==> src/rtl/alu_pkg.sv <==
// alu_pkg: opcodes, FSM states and flag bit positions shared by alu_seq and the branch unit.
package alu_pkg;
    localparam logic [3:0] ALU_ADD   = 4'd0;
    localparam logic [3:0] ALU_SUB   = 4'd1;
    localparam logic [3:0] ALU_AND   = 4'd2;
    localparam logic [3:0] ALU_OR    = 4'd3;
    localparam logic [3:0] ALU_XOR   = 4'd4;
    localparam logic [3:0] ALU_PASSB = 4'd5;
    localparam logic [3:0] ALU_SLL   = 4'd6;
    localparam logic [3:0] ALU_SRL   = 4'd7;
    localparam logic [3:0] ALU_SRA   = 4'd8;
    localparam logic [3:0] ALU_MUL   = 4'd9;
    typedef enum logic {ALU_S_IDLE, ALU_S_MUL} alu_state_e;
    localparam int FLAG_Z = 0;
    localparam int FLAG_N = 1;
    localparam int FLAG_C = 2;
    localparam int FLAG_V = 3;
    typedef logic [3:0] alu_flags_t;
endpackage

==> src/rtl/alu_seq_if.sv <==
// alu_seq_if: valid/ready operation channel in, valid/ready result+flags channel out.
interface alu_seq_if #(parameter int WIDTH = 32);
    logic             in_valid;
    logic             in_ready;
    logic [3:0]       alu_op;
    logic [WIDTH-1:0] a;
    logic [WIDTH-1:0] b;
    logic             out_valid;
    logic             out_ready;
    logic [WIDTH-1:0] y;
    logic             zf;
    logic             nf;
    logic             cf;
    logic             vf;
    modport master (
        output in_valid, alu_op, a, b, out_ready,
        input  in_ready, out_valid, y, zf, nf, cf, vf
    );
    modport slave (
        input  in_valid, alu_op, a, b, out_ready,
        output in_ready, out_valid, y, zf, nf, cf, vf
    );
endinterface

==> src/rtl/alu_mul_iter.sv <==
// alu_mul_iter: shift-add unsigned multiplier, one multiplier bit per cycle, WIDTH steps.
// Only compiled when ALU_MUL_EN is defined.
`ifdef ALU_MUL_EN
module alu_mul_iter #(parameter int WIDTH = 32) (
    input  logic               clk,
    input  logic               rst,
    input  logic               start,
    input  logic [WIDTH-1:0]   a,
    input  logic [WIDTH-1:0]   b,
    output logic               done,
    output logic [2*WIDTH-1:0] product
);
    localparam int CW = $clog2(WIDTH) + 1;
    logic               busy_q, busy_d;
    logic [CW-1:0]      cnt_q, cnt_d;
    logic [WIDTH-1:0]   a_q, a_d;
    logic [2*WIDTH-1:0] p_q, p_d;
    logic [WIDTH:0]     sum;
    logic               step;
    assign done    = busy_q && cnt_q == '0;
    assign product = p_q;
    assign step    = busy_q && cnt_q != '0;
    // p holds {partial sum, remaining multiplier bits}; each step adds a and shifts right
    always_comb begin
        sum    = {1'b0, p_q[2*WIDTH-1:WIDTH]} + {1'b0, (p_q[0] ? a_q : {WIDTH{1'b0}})};
        busy_d = start ? 1'b1 : busy_q && !done;
        cnt_d  = start ? CW'(WIDTH) : step ? cnt_q - CW'(1) : cnt_q;
        a_d    = start ? a : a_q;
        p_d    = start ? {{WIDTH{1'b0}}, b} : step ? {sum, p_q[WIDTH-1:1]} : p_q;
    end
    always_ff @(posedge clk) begin
        if (rst) begin
            busy_q <= 1'b0;
            cnt_q  <= '0;
            a_q    <= '0;
            p_q    <= '0;
        end else begin
            busy_q <= busy_d;
            cnt_q  <= cnt_d;
            a_q    <= a_d;
            p_q    <= p_d;
        end
    end
endmodule
`endif

==> src/rtl/alu_seq.sv <==
// alu_seq: handshaked ALU with registered result and Z/N/C/V flags.
// ALU_MUL_EN enables the iterative multiplier (opcode 9); otherwise opcode 9 is illegal.
module alu_seq
    import alu_pkg::*;
#(
    parameter int WIDTH = 32
) (
    input logic       clk,
    input logic       rst,
    alu_seq_if.slave  bus
);
    localparam int SHW = $clog2(WIDTH);
    alu_state_e         state_q, state_d;
    logic               out_valid_q, out_valid_d;
    logic [WIDTH-1:0]   y_q, y_d, res;
    alu_flags_t         flags_q, flags_d, res_flags;
    logic               accept, is_mul, mul_start, mul_done, load, c, v;
    logic [2*WIDTH-1:0] prod;
    logic [WIDTH:0]     add_w, sub_w;
    logic [SHW-1:0]     sh;
    assign bus.in_ready = !rst && state_q == ALU_S_IDLE && (!out_valid_q || bus.out_ready);
    assign accept       = bus.in_valid && bus.in_ready;
    assign mul_start    = accept && is_mul;
    assign load         = (accept && !is_mul) || mul_done;
`ifdef ALU_MUL_EN
    assign is_mul = bus.alu_op == ALU_MUL;
    alu_mul_iter #(.WIDTH(WIDTH)) u_mul (
        .clk     (clk),
        .rst     (rst),
        .start   (mul_start),
        .a       (bus.a),
        .b       (bus.b),
        .done    (mul_done),
        .product (prod)
    );
`else
    assign is_mul   = 1'b0;
    assign mul_done = 1'b0;
    assign prod     = '0;
`endif
    always_comb begin
        add_w = {1'b0, bus.a} + {1'b0, bus.b};
        sub_w = {1'b0, bus.a} + {1'b0, ~bus.b} + (WIDTH+1)'(1);
        sh    = bus.b[SHW-1:0];
        res   = '0;
        c     = 1'b0;
        v     = 1'b0;
        if (mul_done) begin
            res = prod[WIDTH-1:0];
            v   = |prod[2*WIDTH-1:WIDTH];
        end else begin
            case (bus.alu_op)
                ALU_ADD: begin
                    res = add_w[WIDTH-1:0];
                    c   = add_w[WIDTH];
                    v   = (bus.a[WIDTH-1] == bus.b[WIDTH-1]) && (res[WIDTH-1] != bus.a[WIDTH-1]);
                end
                ALU_SUB: begin
                    res = sub_w[WIDTH-1:0];
                    c   = !sub_w[WIDTH];
                    v   = (bus.a[WIDTH-1] != bus.b[WIDTH-1]) && (res[WIDTH-1] != bus.a[WIDTH-1]);
                end
                ALU_AND:   res = bus.a & bus.b;
                ALU_OR:    res = bus.a | bus.b;
                ALU_XOR:   res = bus.a ^ bus.b;
                ALU_PASSB: res = bus.b;
                ALU_SLL:   res = bus.a << sh;
                ALU_SRL:   res = bus.a >> sh;
                ALU_SRA:   res = $signed(bus.a) >>> sh;
                default:   res = '0;
            endcase
        end
        res_flags         = '0;
        res_flags[FLAG_Z] = res == '0;
        res_flags[FLAG_N] = res[WIDTH-1];
        res_flags[FLAG_C] = c;
        res_flags[FLAG_V] = v;
    end
    // reloading on the same edge as a drain keeps out_valid high with no bubble
    always_comb begin
        state_d     = mul_start ? ALU_S_MUL : mul_done ? ALU_S_IDLE : state_q;
        out_valid_d = load || (out_valid_q && !bus.out_ready);
        y_d         = load ? res : y_q;
        flags_d     = load ? res_flags : flags_q;
    end
    always_ff @(posedge clk) begin
        if (rst) begin
            state_q     <= ALU_S_IDLE;
            out_valid_q <= 1'b0;
            y_q         <= '0;
            flags_q     <= '0;
        end else begin
            state_q     <= state_d;
            out_valid_q <= out_valid_d;
            y_q         <= y_d;
            flags_q     <= flags_d;
        end
    end
    assign bus.out_valid = out_valid_q;
    assign bus.y         = y_q;
    assign bus.zf        = flags_q[FLAG_Z];
    assign bus.nf        = flags_q[FLAG_N];
    assign bus.cf        = flags_q[FLAG_C];
    assign bus.vf        = flags_q[FLAG_V];
endmodule

==> src/flat_wrapper.sv <==
// flat-port wrapper written by rule: the top's interface ports become plain ports
module alu_seq_flat import alu_pkg::*;
#(
    parameter int WIDTH = 32
)
  (clk, rst, bus_in_valid, bus_alu_op, bus_a, bus_b, bus_out_ready, bus_in_ready, bus_out_valid, bus_y, bus_zf, bus_nf, bus_cf, bus_vf);
  alu_seq_if #(.WIDTH(WIDTH)) bus_i ();
  input logic clk;
  input logic rst;
  input wire logic [$bits(bus_i.in_valid)-1:0] bus_in_valid;
  input wire logic [$bits(bus_i.alu_op)-1:0] bus_alu_op;
  input wire logic [$bits(bus_i.a)-1:0] bus_a;
  input wire logic [$bits(bus_i.b)-1:0] bus_b;
  input wire logic [$bits(bus_i.out_ready)-1:0] bus_out_ready;
  output wire logic [$bits(bus_i.in_ready)-1:0] bus_in_ready;
  output wire logic [$bits(bus_i.out_valid)-1:0] bus_out_valid;
  output wire logic [$bits(bus_i.y)-1:0] bus_y;
  output wire logic [$bits(bus_i.zf)-1:0] bus_zf;
  output wire logic [$bits(bus_i.nf)-1:0] bus_nf;
  output wire logic [$bits(bus_i.cf)-1:0] bus_cf;
  output wire logic [$bits(bus_i.vf)-1:0] bus_vf;
  assign bus_i.in_valid = bus_in_valid;
  assign bus_i.alu_op = bus_alu_op;
  assign bus_i.a = bus_a;
  assign bus_i.b = bus_b;
  assign bus_i.out_ready = bus_out_ready;
  assign bus_in_ready = bus_i.in_ready;
  assign bus_out_valid = bus_i.out_valid;
  assign bus_y = bus_i.y;
  assign bus_zf = bus_i.zf;
  assign bus_nf = bus_i.nf;
  assign bus_cf = bus_i.cf;
  assign bus_vf = bus_i.vf;
  alu_seq #(.WIDTH(WIDTH)) u_core (.clk(clk), .rst(rst), .bus(bus_i));
endmodule
==> config.mk <==
export PLATFORM = sky130hd
export DESIGN_NAME = alu_seq_flat
export DESIGN_NICKNAME = d
export VERILOG_FILES = /design/src/rtl/alu_pkg.sv /design/src/rtl/alu_seq_if.sv /design/src/rtl/alu_mul_iter.sv /design/src/rtl/alu_seq.sv /design/src/flat_wrapper.sv
export SDC_FILE = /design/constraint.sdc
export NUM_CORES = 1
export LEC_CHECK = 0
export ABC_AREA = 1
export BUFFER_PORTS_ARGS = -buffer_cell sky130_fd_sc_hd__buf_2
export CAP_MARGIN = 20
export CORE_ASPECT_RATIO = 0.9
export CORE_MARGIN = 3
export CORE_UTILIZATION = 58
export CTS_CLUSTER_DIAMETER = 30
export DETAILED_ROUTE_END_ITERATION = 16
export PLACE_DENSITY = 0.89
export SLEW_MARGIN = 20
export SYNTH_ARGS = -nofsm -noshare
export SYNTH_HDL_FRONTEND = slang
export SYNTH_HIERARCHICAL = 1
export SYNTH_SLANG_ARGS = --single-unit
==> constraint.sdc <==
create_clock -name clk -period 6.39 [get_ports clk]
set_clock_uncertainty 0.05 [all_clocks]
set_input_delay 0.639 -clock clk [delete_from_list [all_inputs] [get_ports clk]]
set_output_delay 0.639 -clock clk [all_outputs]
set_load 0.1 [all_outputs]
==> flow_metrics.tcl <==
set metrics [dict create \
    status "completed" \
    cts_buffer_depth 2 \
    gp_congestion 1.120 \
    drt-wirelength-per-cell_microns 21.24 \
    tightest_slew_ns 0.8493 \
    portBuffers 109 \
    synth_simple_gate_area_frac 0.5716 \
    nets 2528 \
    ys_seq_area_frac 0.06174 \
    period_share 0.6087 \
    synth_cell_types 45 \
    path_clk_slew_ns 0.05 \
    grt_pass1_vias 14940 \
    rows 48 \
    synth_nets 2509 \
    die_h_microns 140.6 \
    routed_wl_microns 55380 \
    drv_slew 0 \
    synth_xor_area_frac 0.001501 \
    grtUsageTotal 0.4827 \
    vias 16680 \
    grt-ovfl-total 0 \
    core_area_sq_mm 0.01946 \
    drive_gt1_frac 0.07594 \
    grt_start_max_net_pins 67 \
    cts_hold_repair.buffers 0 \
    yosys_warnings 6 \
    die_x_microns 155.5 \
    syn_to_final_growth_pct 4.717 \
    drtIter0Drc 2905 \
    netlist_instances 2338 \
    htreeDepth 2 \
    antenna_found_initial 3 \
    endpoint_kind "flip-flop" \
    fin_util 0.6282 \
    synth_seq_cells 36 \
    min_path_type "reg -> reg" \
    synth_fa_ha_area_frac 0.1074 \
    start_util 0.5999 \
    cts_tree "done" \
    clock.fmax_mhz 257.1 \
    whs_ns 0.4189 \
    synthesis.area_sq_mm 0.01167 \
    synth_top_family_by_area "simple AND/OR/NAND/NOR gates" \
    cts_buffers 5 \
    diodes 0 \
    cts_resized 0 \
    hold_viol 0 \
    clock-sinks 36 \
    final-setup-viol-count 0 \
    muxShareOfSynthArea 0 \
    clkLatencyLatePin_ns 0.28 \
    drtAntennaViolNets 0 \
    slew_headroom 0.4332 \
    drc_errors 0 \
    period_needed_ns 3.890 \
    cp_max_fo 37 \
    worstPathRequired_ns 6.55 \
    maxCapViolCount 0 \
    num_io_pins 110 \
    dr.pass1.iters 7 \
    cts_setup_buffers 0 \
    powerDensity_mw_per_mm2 134.6 \
    dpl.hpwl_microns 43980 \
    grt_pass1_wl_microns 82780 \
    vdd_drop_max_v 0.0001573 \
    rsz0062_at_grt "no" \
    syn_avg_cell_area_sq_um 4.992 \
    ctsRootBufferMaster "clkbuf_16" \
    dieArea_sq_mm 0.02187 \
    viasPerCell 6.399 \
    total_leakage_power_nw 6.931 \
    synth-compound-area-share 0.1098 \
    arrival_ns 4.05 \
    worstSetupStartpointType "input port" \
    setup_tns_ns 0 \
    critical_path_class "in -> reg" \
]
-- path summary, 6_finish.rpt --
path	start	to	slack, ns	depth (start not counted)
hold reg to reg	u_core/bus.y[20]	u_core/bus.y[20]	0.42	2
setup reg to reg	u_core/bus.out_valid	u_core/flags_q[0]	3.50	12
setup / recovery	bus_b[0]	u_core/flags_q[0]	2.50	21
hold / removal	u_core/bus.y[20]	u_core/bus.y[20]	0.42	2
-- placed cells by master, fill, tap and decap left out, types with 2 or more instances in the layout --
master and count:
or2_2 3, buf_4 14, clkbuf_16 5, nor3_1 30, ha_1 97, o211ai_1 3
nor2_1 245, and2_1 8, or2_1 2, o221ai_1 2, nor2_2 4, nand4_1 40
nand3_1 466, fa_1 2, inv_2 14, a21oi_1 96, a211oi_1 3, o22ai_1 11
nor3_2 2, clkbuf_8 2, nand2_1 713, o2111ai_1 4, o21ai_0 88, o21a_1 2
a31oi_1 2, nand3b_1 4, inv_1 293, dfxtp_1 36, buf_2 109, o21bai_1 11
o21ai_1 12, nand2_2 21
-- Yosys cell counts, drive strengths merged --
master | count | area share
a21oi | 97 | 0.042
fa | 2 | 0.0034
a31oi | 2 | 0.0011
dfxtp | 36 | 0.062
nor3 | 32 | 0.015
nand3b | 4 | 0.0026
a211oi | 3 | 0.0019
o22ai | 11 | 0.0059
nand3 | 466 | 0.20
a21o | 1 | 0.00064
nand2 | 735 | 0.24
nor4 | 2 | 0.0016
and2 | 8 | 0.0043
xnor2 | 1 | 0.00075
o21bai | 11 | 0.0071
ha | 97 | 0.10
inv | 309 | 0.10
xor2 | 1 | 0.00075
o21ai | 100 | 0.043
o31ai | 1 | 0.00064
nand4 | 40 | 0.021
o2111ai | 4 | 0.0030
clkbuf | 26 | 0.0084
nor3b | 1 | 0.00064
nor2 | 250 | 0.082
o21a | 2 | 0.0013
buf | 85 | 0.040
o221ai | 2 | 0.0015
o211ai | 3 | 0.0019
or2 | 6 | 0.0032
-- area by class of cell --
cell class	count	area [sq um]
Tap cell	250	312.8
Inverter	309	1162
Multi-Input combinational cell	1882	9224
Timing Repair Buffer	123	650.6
Clock buffer	7	152.6
Sequential cell	36	720.7
Fill cell	2057	7236
-- sequential cells by signal, indices dropped and copies added, names as in the netlist --
signal,cells
u_core/bus.y,31
u_core/flags_q,4
u_core/bus.out_valid,1
-- stage by stage --
step	power [mW]	cell area, sq um	std cells	worst slack (ns)
after floorplan	1.036	11670	2338	2.570
after global placement	1.315	12070	2600	2.516
after detailed placement	1.328	12070	2600	2.461
after CTS	1.590	12220	2607	2.749
after global routing	1.738	12220	2607	2.350
final	1.645	12220	2607	2.500
-- power breakdown --
| part | switching (mW) | leakage (nW) | total, mW | internal [mW] |
|---|---|---|---|---|
| registers | 0.0109 | 0.297 | 0.254 | 0.243 |
| logic | 0.855 | 6.56 | 1.13 | 0.278 |
| clock network | 0.0941 | 0.0760 | 0.258 | 0.164 |
-- critical path, stage by stage --
cell and delay, ns:
buf_2 0.57, ha_1 0.26, inv_1 0.08, fa_1 0.44, nand2_1 0.10, nand2_1 0.12
nand3_1 0.12, nand2_1 0.18, nand2_1 0.13, nand3_1 0.07, nand3_1 0.09, nand2_1 0.18
nor2_1 0.22, nand2_1 0.09, nor2_1 0.10, nand2_1 0.07, nor2_1 0.11, nand3_1 0.14
nor2_1 0.14, nand2_1 0.08, a21oi_2 0.11
-- logic make-up (layout without fill, tap and decap cells) --
| logic type | after synthesis | count (layout) |
|---|---|---|
| adders and majority gates | 99 | 99 |
| and+or+nand+nor | 1544 | 1544 |
| xor gates and xnor gates | 2 | 2 |
| buffers and inverters | 420 | 439 |
| AOI/OAI and AO/OA | 237 | 237 |
| DFF | 36 | 36 |
-- routing by layer --
metal / part of all wire / global-route usage / vias to the layer above
li1: - / - / 7575
met1: 0.36 / 0.6220 / 7338
met2: 0.40 / 0.7216 / 1433
met3: 0.17 / 0.1657 / 329
met4: 0.069 / 0.2303 / 6
met5: 0.00061 / 0 / -
Power figures use the tool's default switching activity.
